**src/rtl/seq_checker_lock.sv**
```systemverilog
`default_nettype none
// ============================================================================
// Module   : seq_checker_lock
// Purpose  : Serial frame synchroniser/checker. Hunts bit-by-bit for a 6-bit
//            PATTERN on a qualified serial stream. It confirms alignment over
//            LOCK_CNT consecutive frames, then reports LOCKED. LOCKED is
//            released after UNLOCK_CNT consecutive bad frames. While locked,
//            it counts good frames, bad frames and mismatching bits.
// Ports    : clk           - clock, rising edge
//            rst_n         - asynchronous active-low reset
//            i_din         - serial data bit (MSB of frame first)
//            i_din_vld     - qualifier for i_din
//            i_clr         - synchronous clear of the statistics counters
//            o_locked      - high while in LOCKED
//            o_match_p     - 1-cycle pulse per good frame checked (SYNC/LOCKED)
//            o_err_p       - 1-cycle pulse per bad frame checked (SYNC/LOCKED)
//            o_frame_cnt   - good frames checked in LOCKED (saturating)
//            o_err_cnt     - bad frames checked in LOCKED (saturating)
//            o_bit_err_cnt - mismatching bits in LOCKED bad frames (clamping)
// Revision : 1.0 - initial release
// ============================================================================
module seq_checker_lock #(
  parameter logic [5:0] PATTERN    = 6'b001011,
  parameter int         LOCK_CNT   = 3,
  parameter int         UNLOCK_CNT = 2,
  parameter int         CNT_W      = 16
) (
  input  logic             clk,
  input  logic             rst_n,
  input  logic             i_din,
  input  logic             i_din_vld,
  input  logic             i_clr,
  output logic             o_locked,
  output logic             o_match_p,
  output logic             o_err_p,
  output logic [CNT_W-1:0] o_frame_cnt,
  output logic [CNT_W-1:0] o_err_cnt,
  output logic [CNT_W-1:0] o_bit_err_cnt
);

  localparam int GOOD_W = $clog2(LOCK_CNT + 1);
  localparam int MISS_W = $clog2(UNLOCK_CNT + 1);

  localparam logic [GOOD_W-1:0] c_LOCK_GOOD   = GOOD_W'(LOCK_CNT);
  localparam logic [MISS_W-1:0] c_UNLOCK_MISS = MISS_W'(UNLOCK_CNT);
  localparam logic [CNT_W-1:0]  c_CNT_MAX     = '1;

  typedef enum logic [1:0] {
    ST_HUNT   = 2'd0,
    ST_SYNC   = 2'd1,
    ST_LOCKED = 2'd2
  } state_t;

  state_t              r_state;
  // The oldest bit of the 6-bit window drops out on every shift. Only the five
  // newest bits must be stored; w_win_next is always the full 6-bit window.
  logic [4:0]          r_win_hist;
  logic [2:0]          r_fill;
  logic [2:0]          r_phase;
  logic [GOOD_W-1:0]   r_good;
  logic [MISS_W-1:0]   r_miss;
  logic                r_locked;
  logic                r_match_p;
  logic                r_err_p;
  logic [CNT_W-1:0]    r_frame_cnt;
  logic [CNT_W-1:0]    r_err_cnt;
  logic [CNT_W-1:0]    r_bit_err_cnt;

  logic [5:0]          w_win_next;
  logic [5:0]          w_diff;
  logic [2:0]          w_pop;
  logic                w_is_match;
  logic                w_fill_full;
  logic                w_chk_pt;
  logic [GOOD_W-1:0]   w_good_inc;
  logic [MISS_W-1:0]   w_miss_inc;
  logic [CNT_W:0]      w_bit_err_sum;

  assign w_win_next  = {r_win_hist, i_din};
  assign w_diff      = w_win_next ^ PATTERN;
  assign w_is_match  = (w_diff == 6'd0);
  // Fill becomes 6 on this valid bit (or already is 6).
  assign w_fill_full = (r_fill >= 3'd5);
  // The valid bit that wraps phase 5 -> 0 is the frame check point.
  assign w_chk_pt    = (r_phase == 3'd5);
  assign w_good_inc  = r_good + GOOD_W'(1);
  assign w_miss_inc  = r_miss + MISS_W'(1);

  always_comb begin
    w_pop = 3'd0;
    for (int i = 0; i < 6; i++) begin
      w_pop = w_pop + {2'b00, w_diff[i]};
    end
  end

  // One extra bit lets the accumulation detect overflow, so it can clamp.
  assign w_bit_err_sum = {1'b0, r_bit_err_cnt} + (CNT_W + 1)'(w_pop);

  always_ff @(posedge clk or negedge rst_n) begin
    if (!rst_n) begin
      r_state       <= ST_HUNT;
      r_win_hist    <= '0;
      r_fill        <= '0;
      r_phase       <= '0;
      r_good        <= '0;
      r_miss        <= '0;
      r_locked      <= 1'b0;
      r_match_p     <= 1'b0;
      r_err_p       <= 1'b0;
      r_frame_cnt   <= '0;
      r_err_cnt     <= '0;
      r_bit_err_cnt <= '0;
    end else begin
      r_match_p <= 1'b0;
      r_err_p   <= 1'b0;

      if (i_din_vld) begin
        r_win_hist <= w_win_next[4:0];
        if (r_fill != 3'd6) begin
          r_fill <= r_fill + 3'd1;
        end

        case (r_state)
          ST_HUNT: begin
            if (w_fill_full && w_is_match) begin
              r_phase  <= 3'd0;
              r_good   <= GOOD_W'(1);
              r_miss   <= '0;
              r_state  <= (LOCK_CNT == 1) ? ST_LOCKED : ST_SYNC;
              r_locked <= (LOCK_CNT == 1);
            end
          end

          ST_SYNC: begin
            if (w_chk_pt) begin
              r_phase <= 3'd0;
              if (w_is_match) begin
                r_match_p <= 1'b1;
                r_good    <= w_good_inc;
                if (w_good_inc == c_LOCK_GOOD) begin
                  r_state  <= ST_LOCKED;
                  r_locked <= 1'b1;
                  r_miss   <= '0;
                end
              end else begin
                r_err_p <= 1'b1;
                r_good  <= '0;
                r_state <= ST_HUNT;
              end
            end else begin
              r_phase <= r_phase + 3'd1;
            end
          end

          ST_LOCKED: begin
            if (w_chk_pt) begin
              r_phase <= 3'd0;
              if (w_is_match) begin
                r_match_p <= 1'b1;
                r_miss    <= '0;
                if (r_frame_cnt != c_CNT_MAX) begin
                  r_frame_cnt <= r_frame_cnt + CNT_W'(1);
                end
              end else begin
                r_err_p <= 1'b1;
                if (r_err_cnt != c_CNT_MAX) begin
                  r_err_cnt <= r_err_cnt + CNT_W'(1);
                end
                r_bit_err_cnt <= w_bit_err_sum[CNT_W] ? c_CNT_MAX
                                                      : w_bit_err_sum[CNT_W-1:0];
                if (w_miss_inc == c_UNLOCK_MISS) begin
                  r_state  <= ST_HUNT;
                  r_locked <= 1'b0;
                  r_miss   <= '0;
                  r_good   <= '0;
                end else begin
                  r_miss <= w_miss_inc;
                end
              end
            end else begin
              r_phase <= r_phase + 3'd1;
            end
          end

          default: begin
            r_state  <= ST_HUNT;
            r_locked <= 1'b0;
          end
        endcase
      end

      // Clear wins over any same-cycle counter update (later NBA takes effect).
      if (i_clr) begin
        r_frame_cnt   <= '0;
        r_err_cnt     <= '0;
        r_bit_err_cnt <= '0;
      end
    end
  end

  assign o_locked      = r_locked;
  assign o_match_p     = r_match_p;
  assign o_err_p       = r_err_p;
  assign o_frame_cnt   = r_frame_cnt;
  assign o_err_cnt     = r_err_cnt;
  assign o_bit_err_cnt = r_bit_err_cnt;

endmodule
`default_nettype wire

```
**config.mk**
```make
export PLATFORM = sky130hd
export DESIGN_NAME = seq_checker_lock
export DESIGN_NICKNAME = d
export VERILOG_FILES = /design/src/rtl/seq_checker_lock.sv
export SDC_FILE = /design/constraint.sdc
export NUM_CORES = 1
export LEC_CHECK = 0
export CAP_MARGIN = 5
export CORE_UTILIZATION = 64
export DETAILED_ROUTE_END_ITERATION = 10
export DONT_BUFFER_PORTS = 1
export GPL_ROUTABILITY_DRIVEN = 0
export PLACE_DENSITY = 0.77
export SYNTH_ARGS = -nofsm -noshare
export SYNTH_HDL_FRONTEND = slang
export SYNTH_SLANG_ARGS = --single-unit
export TNS_END_PERCENT = 20
```
**constraint.sdc**
```tcl
create_clock -name clk -period 4 [get_ports clk]
set_input_delay 0.4 -clock clk [delete_from_list [all_inputs] [get_ports clk]]
set_output_delay 0.4 -clock clk [all_outputs]
set_load 0.01 [all_outputs]
```
* After elaboration in Yosys (flattened, before gate mapping)
Index checks and enable logic that the tools add are counted.
Storage, ports and cells: register bits 68, output and inout bits 51, input port bits 5, logic and storage cells 120
Cells by class: reductions and logical operators 21, order comparisons 1, add/subtract/negate cells 12, bitwise gates (word level) 1, eq/ne operators 17, multiplexer cells 56
Operators by type and width (count):
- two-way mux 16 bit | 18
- adder 16 x 1 -> 16 bit (second input constant) | 2
- two-way mux 2 bit | 16
- != test 16 bit (second input constant) | 2
- AND reduction 7 bit | 3
- one-hot mux 2 bit (3 select lines) | 3
- adder 16 x 3 -> 17 bit | 1
- != test 2 bit (second input constant) | 8
- two-way mux 1 bit | 15
- nonzero test 2 bit | 7
- AND reduction 5 bit | 2
- adder 3 x 1 -> 3 bit | 3
- AND reduction 8 bit | 1
- adder 3 x 1 -> 3 bit (second input constant) | 2
- equality test 2 bit (second input constant) | 3
- logical NOT 6 bit | 1
- two-way mux 3 bit | 2
- != test 3 bit (second input constant) | 2
- one-hot mux 3 bit (2 select lines) | 1
- adder 2 x 1 -> 2 bit (second input constant) | 2
- AND reduction 4 bit | 1
- adder 2 x 1 -> 3 bit | 1
- equality test 3 bit (second input constant) | 1
- greater-or-equal comparator 3 bit (second input constant) | 1
- other kinds (10) | 10

* Logic depth before layout (Yosys ltp)
Gate-level depths: netlist of run 1.
word-level depth 13, mapped depth 10, mapped depth without buffers 9

* Least setup slack after synthesis of run 1
No wires, ideal clock.
path type flip-flop to flip-flop, start reg r_bit_err_cnt[0], in the netlist o_bit_err_cnt[0], end reg r_bit_err_cnt[7], in the netlist o_bit_err_cnt[7], setup time 0.119 ns, clock period less this slack 3.217 ns, cell stages (with the launch flop) 11, required time 3.881 ns, buffers on the path 1, slack 0.783 ns, arrival time 3.098 ns, cell sequence dfrtp_1 fa_1 fa_1 fa_1 fa_1 a21o_1 nand2_1 or4_1 buf_2 a41oi_1 o21a_1
Between the ends: cells in the longest elaborated chain, start to end 7
Ends and longest elaborated chain:
- start, declared | line 67 | logic [CNT_W-1:0] r_bit_err_cnt;
- start signal, assigned | line 169 | r_bit_err_cnt <= w_bit_err_sum[CNT_W] ? c_CNT_MAX
- adder 16 x 3 -> 17 bit | line 97 | assign w_bit_err_sum = {1'b0, r_bit_err_cnt} + (CNT_W + 1)'(w_pop);
- two-way mux 16 bit | line 169
- two-way mux 16 bit | line 158 | if (w_is_match) begin
- two-way mux 16 bit | line 156 | if (w_chk_pt) begin
- two-way mux 16 bit | line 123 | case (r_state)
- two-way mux 16 bit | line 117 | if (i_din_vld) begin
- two-way mux 16 bit | line 193 | if (i_clr) begin
No other way between the ends. The select of a mux whose other input is x is not followed. A chain may end at the register's enable or synchronous reset.

* Worst setup path after layout of run 1
start reg r_bit_err_cnt[0], in the netlist o_bit_err_cnt[0], end reg r_bit_err_cnt[9], in the netlist o_bit_err_cnt[9]
Same word-level chain as after synthesis.

==> results of run 1 <==
==> kinds of logic (layout without fill, tap and decap cells) <==
| kind of cell | after synthesis | after routing | share of synthesized area (%) |
|---|---|---|---|
| AOI/OAI and AO/OA | 93 | 93 | 16.2 |
| xor gates and xnor gates | 16 | 16 | 3.64 |
| adders and majority gates | 17 | 17 | 6.31 |
| buffers and inverters | 28 | 33 | 3.09 |
| DFF | 68 | 68 | 44.2 |
| muxes | 13 | 13 | 3.64 |
| and+or+nand+nor | 156 | 156 | 22.9 |
==> Yosys cell counts, types with 6 or more instances <==
library cell / count / share of area, %
dfrtp_1: 68 / 44
nor2_1: 38 / 3.7
nand2_1: 30 / 2.9
a21oi_1: 22 / 2.9
o21ai_0: 19 / 2.5
inv_1: 14 / 1.4
xor2_1: 14 / 3.2
ha_1: 13 / 4.2
nand3_1: 13 / 1.7
nor3_1: 12 / 1.6
and3_1: 10 / 1.6
or3_1: 9 / 1.5
buf_2: 8 / 1.0
mux2_2: 8 / 2.3
nand4_1: 8 / 1.3
o21a_1: 7 / 1.4
nor2b_1: 6 / 0.98
or4_1: 6 / 1.2
==> routing by layer <==
| layer | routed length [µm] | vias up | GRT usage [%] | part of all wire (%) |
|---|---|---|---|---|
| li1 | - | 1436 | - | - |
| met1 | 3720 | 1524 | 36.4 | 44 |
| met2 | 4160 | 94 | 45.4 | 49 |
| met3 | 497 | 12 | 9.94 | 5.9 |
| met4 | 82 | 0 | 10.0 | 0.97 |
| met5 | 0 | - | 0 | 0 |
==> final cells by class <==
| cell class | instances | area [µm²] | area share (%) |
|---|---|---|---|
| Timing Repair Buffer | 3 | 45.0 | 1.08 |
| Inverter | 14 | 52.6 | 1.26 |
| Sequential cell | 68 | 1700 | 40.9 |
| Clock inverter | 6 | 113 | 2.71 |
| Multi-Input combinational cell | 295 | 2030 | 48.8 |
| Tap cell | 72 | 90.1 | 2.17 |
| Clock buffer | 10 | 128 | 3.07 |
==> through the flow <==
step | setup WS, ns | utilization, % | hold WS (ns) | power (mW) | instances
4_1_cts | 0.393 | 73.7 | 0.0843 | 1.83 | 468
6_report | 0.345 | 73.7 | 0.105 | 1.81 | 468
3_3_place_gp | 0.606 | 68.8 | 0.106 | 1.10 | 450
2_1_floorplan | 0.783 | - | 0.104 | 1.06 | 391
5_1_grt | 0.127 | 73.7 | 0.0861 | 1.91 | 468
3_5_place_dp | 0.441 | 68.8 | 0.106 | 1.12 | 450
==> report_power, final <==
group,total [mW],switching [mW],internal [mW]
Sequential,0.798,0.0589,0.739
Combinational,0.331,0.178,0.153
Clock,0.685,0.270,0.415
==> critical path: cells and delay by family, from the launching register on <==
family | cells | cell delay (ns)
fa+ha+maj | 4 | 1.56
flops | 1 | 0.45
compound gates | 3 | 0.66
simple gates | 2 | 0.87
==> worst max path at each step <==
stage	start	to	slack (ns)	depth (start not counted)
after detailed placement	o_bit_err_cnt[0]$_DFFE_PN0P_	o_bit_err_cnt[9]$_DFFE_PN0P_	0.44	9
final	o_bit_err_cnt[0]$_DFFE_PN0P_	o_bit_err_cnt[9]$_DFFE_PN0P_	0.34	9
after global placement	o_bit_err_cnt[0]$_DFFE_PN0P_	o_bit_err_cnt[7]$_DFFE_PN0P_	0.61	9
after CTS	o_bit_err_cnt[0]$_DFFE_PN0P_	o_bit_err_cnt[9]$_DFFE_PN0P_	0.39	9
after floorplan	o_bit_err_cnt[0]$_DFFE_PN0P_	o_bit_err_cnt[7]$_DFFE_PN0P_	0.78	10
after global routing	o_bit_err_cnt[0]$_DFFE_PN0P_	o_bit_err_cnt[9]$_DFFE_PN0P_	0.13	9
==> sequential cells by signal (all words and copies together), names as in the netlist, 2 cells and up <==
| name | flops |
|---|---|
| o_frame_cnt | 16 |
| r_good | 2 |
| r_win_hist | 5 |
| r_fill | 3 |
| o_err_cnt | 16 |
| r_miss | 2 |
| r_phase | 3 |
| r_state | 2 |
| o_bit_err_cnt | 16 |
==> summary.md, run 1 <==
| Metric | Value |
|---|---|
| Run status | `completed` |
| H-tree levels | `3` |
| Drt pass-1 iters | `4` |
| Initial core utilization | `68.2%` |
| Async SR Flop Fraction | `100%` |
| Final worst-path cycle share | `91.4%` |
| Period minus WS final | `3.66 ns` |
| Synthesized area per cell | `9.84 µm²` |
| Critical Path Sink Type | `flip-flop` |
| Worst Clk Skew | `0.00764 ns` |
| Worst-path cell chain | `fa_1 -> fa_1 -> fa_1 -> fa_1 -> a21o_1 -> nand2_1 -> nor4_2 -> o21ai_0 -> a221oi_1` |
| Setup TNS | `0 ns` |
| Final setup fails | `0` |
| Synthesized netlist net count | `413` |
| # Max-Cap Violations | `0` |
| GRT Total Usage | `28.7%` |
| Clock Pin Slew Worst Setup and Hold Paths | `0.08 ns` |
| Critical Path Max Stage Delay | `0.73 ns` |
| Die Ht | `79.5 µm` |
| RSZ-0062 raised after global routing | `false` |
| Leak | `1.82 nW` |
| DRT Wirelength | `8460 µm` |
| Worst rel slew slack | `45.0%` |
| Post-detailed-route wirelength per cell | `18.1 µm` |
| Gates resized, CTS repair | `0` |
| Synth Instances | `391` |
| Cts bufs inserted | `9` |
| Fmax | `0.274 GHz` |
| Final hold violations | `0` |
| Worst EP required | `4.24 ns` |
| Main synth FF type | `dfrtp_1` |
| Crit path top cell by count | `fa_1` |
| FILL cells | `425` |
| Die area | `6330 µm²` |
| Clock sinks | `68` |
| Post-Syn Area | `3850 µm²` |
| Worst VDD drop | `0.352 mV` |
| CP arrival | `3.90 ns` |
| N_diodes | `0` |
| Reg2Reg Depth | `9` |
| Starting DRT DRC Count | `203` |
| Number of synthesized flops with an enable pin | `0` |
| Fraction of layout cells with a size suffix above 1 | `9.60%` |
| Crit start category | `flip-flop` |
| TritonCTS clock tree | `yes` |
| Crit path max fanout | `8` |
| R2R Setup Slk | `0.34 ns` |
| Pins Over Slew Limit | `0` |
| Most frequent cells in the layout | `dfrtp_1, nor2_1, nand2_1` |
| Post-CTS Hold Buffers | `2` |
| Vias per inst | `6.55` |
| Worst-skew pair later-pin latency | `0.35 ns` |
| Number of global-route vias before repair | `2,864` |
| Worst hold path depth | `1` |
| Largest net degree at the start of global routing | `69` |
| Unique masters post-synth | `60` |
| Area Growth Syn to Fin | `8.03%` |
| HP Class | `in2reg` |
| Hold path startpoint | `i_clr` |
| Sink of the worst hold path | `o_err_cnt[5]$_DFFE_PN0P_` |
| Post-DP Area | `3880 µm²` |
| R2R Path End | `o_bit_err_cnt[9]$_DFFE_PN0P_` |
| DP Wirelength | `5380 µm` |
| # DRC | `0` |
| # rows | `27` |
| Slowest-stage cell, CP | `nor4_2` |
| Commonest non-fill, non-tap cell in the layout | `dfrtp_1` |
| I/O pin cnt | `56` |
| Slew @ Worst Pin | `0.819 ns` |
| Fin nets | `413` |
| Register bit count reported by yosys | `68` |
| First-pass GRT wire length | `13,800 µm` |
| Design Area, Final | `4160 µm²` |
| Die width | `79.5 µm` |
| PortBufs | `0` |
| Synth Warn # | `0` |
| Setup Buffers After CTS | `0` |
| Power Density | `436 nW/µm²` |
| Initial antenna violation count | `0` |
| Total core area | `5640 µm²` |
| Root buf cell | `clkbuf_8` |
| Vias | `3,066` |
| Sequential fraction of the synthesis area | `44.2%` |
| Worst r2r src | `o_bit_err_cnt[0]$_DFFE_PN0P_` |
| Overflow after GRT | `0` |
| WS Path Type | `reg2reg` |
| Post-DRT Antenna Nets | `0` |
| CTS Buffer Depth | `2` |
Note: power is estimated with default switching activity, not from simulation.
==> inputs of run 2 (changes only) <==
CORE_UTILIZATION = 40   (was 64)
PLACE_DENSITY = 0.51   (was 0.77)
==> run 2 against run 1 <==
Die area grew 58%. Utilization is 28 points lower. Critical endpoint is now o_bit_err_cnt[3]$_DFFE_PN0P_. Maximum frequency increased by 4.2%.
==> summary.md, run 2 (synthesis results as in run 1) <==
| Metric | Value |
|---|---|
| Drt pass-1 iters | `4` |
| PortBufs | `0` |
| Period minus WS final | `3.51 ns` |
| Worst-skew pair later-pin latency | `0.34 ns` |
| Post-DRT Antenna Nets | `0` |
| Cts bufs inserted | `9` |
| HP Class | `in2reg` |
| Fraction of layout cells with a size suffix above 1 | `9.62%` |
| CTS Buffer Depth | `2` |
| Pins Over Slew Limit | `0` |
| H-tree levels | `3` |
| Vias | `2,940` |
| First-pass GRT wire length | `14,500 µm` |
| Number of global-route vias before repair | `2,925` |
| Routed met2 length | `3880 µm` |
| Beginning of the critical path | `o_bit_err_cnt[0]$_DFFE_PN0P_` |
| Fmax | `0.285 GHz` |
| Met1 wire length | `3960 µm` |
| DRT Wirelength | `8400 µm` |
| Area Growth Syn to Fin | `9.11%` |
| RSZ-0062 raised after global routing | `false` |
| CP arrival | `3.74 ns` |
| Crit path max fanout | `9` |
| Crit path top cell by count | `fa_1` |
| WL met3 | `484 µm` |
| Critical Path Stages | `9` |
| Overflow after GRT | `0` |
| Design Power | `1.72 mW` |
| Total core area | `9280 µm²` |
| Run status | `completed` |
| WP buf/inv | `0` |
| Most frequent cells in the layout | `dfrtp_1, nor2_1, nand2_1` |
| GRT Total Usage | `18.2%` |
| Crit start category | `flip-flop` |
| Commonest non-fill, non-tap cell in the layout | `dfrtp_1` |
| Leak | `1.80 nW` |
| Initial core utilization | `41.4%` |
| Fin nets | `413` |
| Final hold violations | `0` |
| Post-placement cell count | `507` |
| Worst-path cell chain | `fa_1 -> fa_1 -> fa_1 -> fa_1 -> a21o_1 -> nand2_1 -> or4_1 -> a21oi_1 -> o21a_1` |
| Final Non-Filler Cells | `524` |
| TritonCTS clock tree | `yes` |
| Highest metal used | `met4` |
| # DRC | `0` |
| Initial antenna violation count | `0` |
| Clock sinks | `68` |
| Critical Path Max Stage Delay | `0.58 ns` |
| R2R Path End | `o_bit_err_cnt[3]$_DFFE_PN0P_` |
| Final worst-path cycle share | `87.7%` |
| Worst setup path endpoint | `o_bit_err_cnt[3]$_DFFE_PN0P_` |
| Worst Clk Skew | `0.0102 ns` |
| Final setup fails | `0` |
| WS Path Type | `reg2reg` |
| Die area | `10,000 µm²` |
| Worst r2r src | `o_bit_err_cnt[0]$_DFFE_PN0P_` |
| N_diodes | `0` |
| Slew @ Worst Pin | `0.743 ns` |
| Power Density | `409 nW/µm²` |
| CP top delay family | `adder cells` |
| Die width | `100 µm` |
| Post-detailed-route wirelength per cell | `16.0 µm` |
| Starting DRT DRC Count | `84` |
| Reg2Reg Depth | `9` |
| Critical Path Sink Type | `flip-flop` |
| DP Wirelength | `5640 µm` |
| Worst EP required | `4.23 ns` |
| Vias per inst | `5.61` |
| Setup TNS | `0 ns` |
| Worst VDD drop | `0.166 mV` |
| Slowest-stage cell, CP | `fa_1` |
| # Max-Cap Violations | `0` |
| Clock Pin Slew Worst Setup and Hold Paths | `0.07 ns` |
| # rows | `35` |
| Root buf cell | `clkbuf_8` |
| Worst rel slew slack | `50.1%` |
| Die Ht | `100 µm` |
| Largest net degree at the start of global routing | `69` |
| R2R Setup Slk | `0.49 ns` |
| I/O pin cnt | `56` |
-- run 2: cell count changes in the layout (fill, tap and decap cells not counted) --
cell | before | now
clkbuf_8 | 9 | 12
bufinv_16 | 3 | 1
clkinv_4 | 2 | 0
clkinvlp_4 | 0 | 2
clkbuf_1 | 1 | 0
clkinv_2 | 1 | 0
-- run 2: worst min-delay path by stage --
| stage | startpoint | endpoint | slack [ns] | depth (start not counted) |
|---|---|---|---|---|
| 3_3_place_gp | rst_n | o_bit_err_cnt[9]$_DFFE_PN0P_ | 0.11 | 0 |
| 4_1_cts | i_clr | o_bit_err_cnt[2]$_DFFE_PN0P_ | 0.10 | 1 |
| 2_1_floorplan | rst_n | o_bit_err_cnt[0]$_DFFE_PN0P_ | 0.10 | 0 |
| 3_5_place_dp | rst_n | o_bit_err_cnt[9]$_DFFE_PN0P_ | 0.11 | 0 |
| 6_report | i_clr | o_bit_err_cnt[8]$_DFFE_PN0P_ | 0.13 | 1 |
| 5_1_grt | i_clr | o_bit_err_cnt[8]$_DFFE_PN0P_ | 0.09 | 1 |
-- run 2: worst register-to-register path: stages, from the launching register on --
cell and delay [ns]:
dfrtp_1 0.45, fa_1 0.58, fa_1 0.43, fa_1 0.44
fa_1 0.43, a21o_1 0.20, nand2_1 0.20, or4_1 0.37
a21oi_1 0.13, o21a_1 0.18
-- run 2: cell type report --
cell class              count  area, µm²
flip-flops and latches     68       1700
repair buffers              3       45.0
well taps                 129        161
fillers                   948       5090
clock buffers              12        165
inverters                  14       52.6
multi-input cells         295       2030
clock inverters             3       45.0
-- run 2: per-layer routing --
metal  global-route usage, %  vias to the layer above
met4                    4.68                        0
met2                    29.4                       53
met5                       0                        -
met3                    6.55                        7
li1                        -                     1440
met1                    23.2                     1440
-- run 2: stage by stage --
stage          worst slack (ns)  utilization, %  hold WS (ns)  instance area [µm²]
2_1_floorplan             0.783               -         0.104                 3850
3_3_place_gp              0.576            42.5         0.106                 3950
3_5_place_dp              0.482            42.5         0.106                 3950
4_1_cts                   0.456            45.2         0.103                 4200
5_1_grt                   0.241            45.2        0.0876                 4200
6_report                  0.491            45.2         0.126                 4200
-- run 2: what timing repair did --
| action | 4_1_cts | 5_1_grt |
|---|---|---|
| hold endpoints to repair | 68 | 0 |
| hold buffers | 2 | 0 |
| setup buffers | 0 | 0 |
| resized for setup | 0 | 0 |
-- run 2: power by group --
part	leakage (nW)	internal (mW)	switching (mW)
combinational	0.770	0.151	0.167
clock	0.101	0.336	0.264
sequential	0.927	0.739	0.0585
==> edit, RTL diff (config.mk and constraints of run 1) <==
`LOCK_CNT`: 3 -> 2.
--- a/src/rtl/seq_checker_lock.sv
+++ b/src/rtl/seq_checker_lock.sv
@@ -21,7 +21,7 @@
 // ============================================================================
 module seq_checker_lock #(
   parameter logic [5:0] PATTERN    = 6'b001011,
-  parameter int         LOCK_CNT   = 3,
+  parameter int         LOCK_CNT   = 2,
   parameter int         UNLOCK_CNT = 2,
   parameter int         CNT_W      = 16
 ) (
Formal check against the unedited RTL: same outputs for any inputs over 10 cycles, from zero or initial values and one cycle with rst_n low; that may be too few to reach the edited logic, so the function may still have changed.
==> edit against run 1 <==
- core utilization is 0.49 points lower
- setup slack better by 0.30 ns
- power is 1.2% higher
- wire length is 3.1% lower
- synthesized area hardly changed
- count of clock-buffer cells in the layout is 1 higher
- cell count is 1.1% higher
- cell area is 0.66% lower
- sequential cell count stayed put
- largest cell class unchanged
==> edit: results (changes against run 1) <==
* Fraction of area in non-clock buffers at 0.0109 (+0.0000723)
* Vias per Instance at 6.39 (-2.4%)
* #MultiIn Comb at 297 (+0.68%)
* Worst Skew at 0.00807 ns (+0.000430 ns)
* Multi-input logic portion of the cell area at 0.487 (-0.000989)
* Share of cells above drive strength 1 at 0.0848 (-0.0112)
* Post-synth top cells: dfrtp_1 (68), nor2_1 (42), nand2_1 (26), inv_1 (18), a21oi_1 (17)
* First drt pass iteration count at 5 (+1)
* Part of the Yosys area used for sequential elements at 0.442 (about the same)
* Largest cells by area after synthesis: dfrtp_1 (44%), ha_1 (4.2%), nor2_1 (4.1%)
* Met1 WL at 3620 µm (-2.7%)
* Mapped Avg Cell Area at 9.70 µm² (-1.4%)
* First DRT Iteration DRCs at 195 (-3.9%)
* Metal2 WL at 4070 µm (-1.9%)
* Worst flop-to-flop path endpoint: o_bit_err_cnt[11]$_DFFE_PN0P_
* Dpl ws at 0.626 ns (+0.184 ns)
* Period utilisation layout at 0.838 (-0.0762)
* First-pass GRT wire length at 14000 µm (+1.1%)
* Fillers at 436 (+2.6%)
* Inverters at 18 (+4)
* Rel. slew slack at 0.477 (+0.0279)
* Status: completed
* FF+latch count at 68 (unchanged)
* All-Layer GR Usage at 0.283 (-0.00354)
* Maximum vdd drop at 0.323 mV (-8.1%)
* Post-detail-place hpwl at 5420 µm (+0.65%)
* Clock-cell share at 0.0521 (-0.00568)
* Htree depth at 3 (unchanged)
* Dpl cells at 456 (+1.3%)
* Synth unique cells at 58 (-3.3%)
* Synth Net Count at 419 (+1.5%)
* Number of clock-tree buffers in the layout at 11 (+1)
* CP max FO at 10 (+2)
* Sequential share of cell area at 0.412 (+0.00273)
* Vias in the first global route at 2965 (+3.5%)
edit: through the flow:
stage               hold WS, ns  instance area, µm²
floorplan                 0.104                3850
global placement          0.106                3880
detailed placement        0.106                3880
CTS                       0.102                4130
global route              0.105                4130
finish                    0.113                4130
edit: worst min-delay path by stage:
stage / startpoint / endpoint
after floorplan: rst_n / o_bit_err_cnt[0]$_DFFE_PN0P_
after global placement: rst_n / r_fill[2]$_DFFE_PN0P_
after detailed placement: rst_n / r_fill[2]$_DFFE_PN0P_
after CTS: i_clr / o_err_cnt[5]$_DFFE_PN0P_
after global routing: i_clr / o_err_cnt[1]$_DFFE_PN0P_
final: i_clr / o_err_cnt[5]$_DFFE_PN0P_
edit: metal layers:
metal	track usage	up-vias
li1	-	1443
met1	0.374	1486
met2	0.460	86
met3	0.0491	8
met4	0.118	0
met5	0	-
edit: kinds of logic after synthesis:
logic type / count (synthesis) / synth area share
AOI/OAI and AO/OA: 83 / 0.148
xor gates and xnor gates: 20 / 0.0455
adders and majority gates: 17 / 0.0631
buffers and inverters: 32 / 0.0361
DFF: 68 / 0.442
muxes: 11 / 0.0312
and+or+nand+nor: 166 / 0.235
edit: critical path: stages, from the launching register on:
cell	delay, ns
dfrtp_1	0.45
fa_1	0.52
fa_1	0.54
fa_1	0.23
fa_1	0.22
a21o_1	0.12
nand2_1	0.12
nor3_2	0.56
o21ai_0	0.19
a221oi_1	0.31
edit: power breakdown:
group	switching (mW)	internal, mW	total [mW]	leakage (nW)
clock	0.267	0.365	0.632	0.109
sequential	0.0621	0.746	0.808	0.926
combinational	0.222	0.174	0.396	0.671
total	0.551	1.29	1.84	1.71
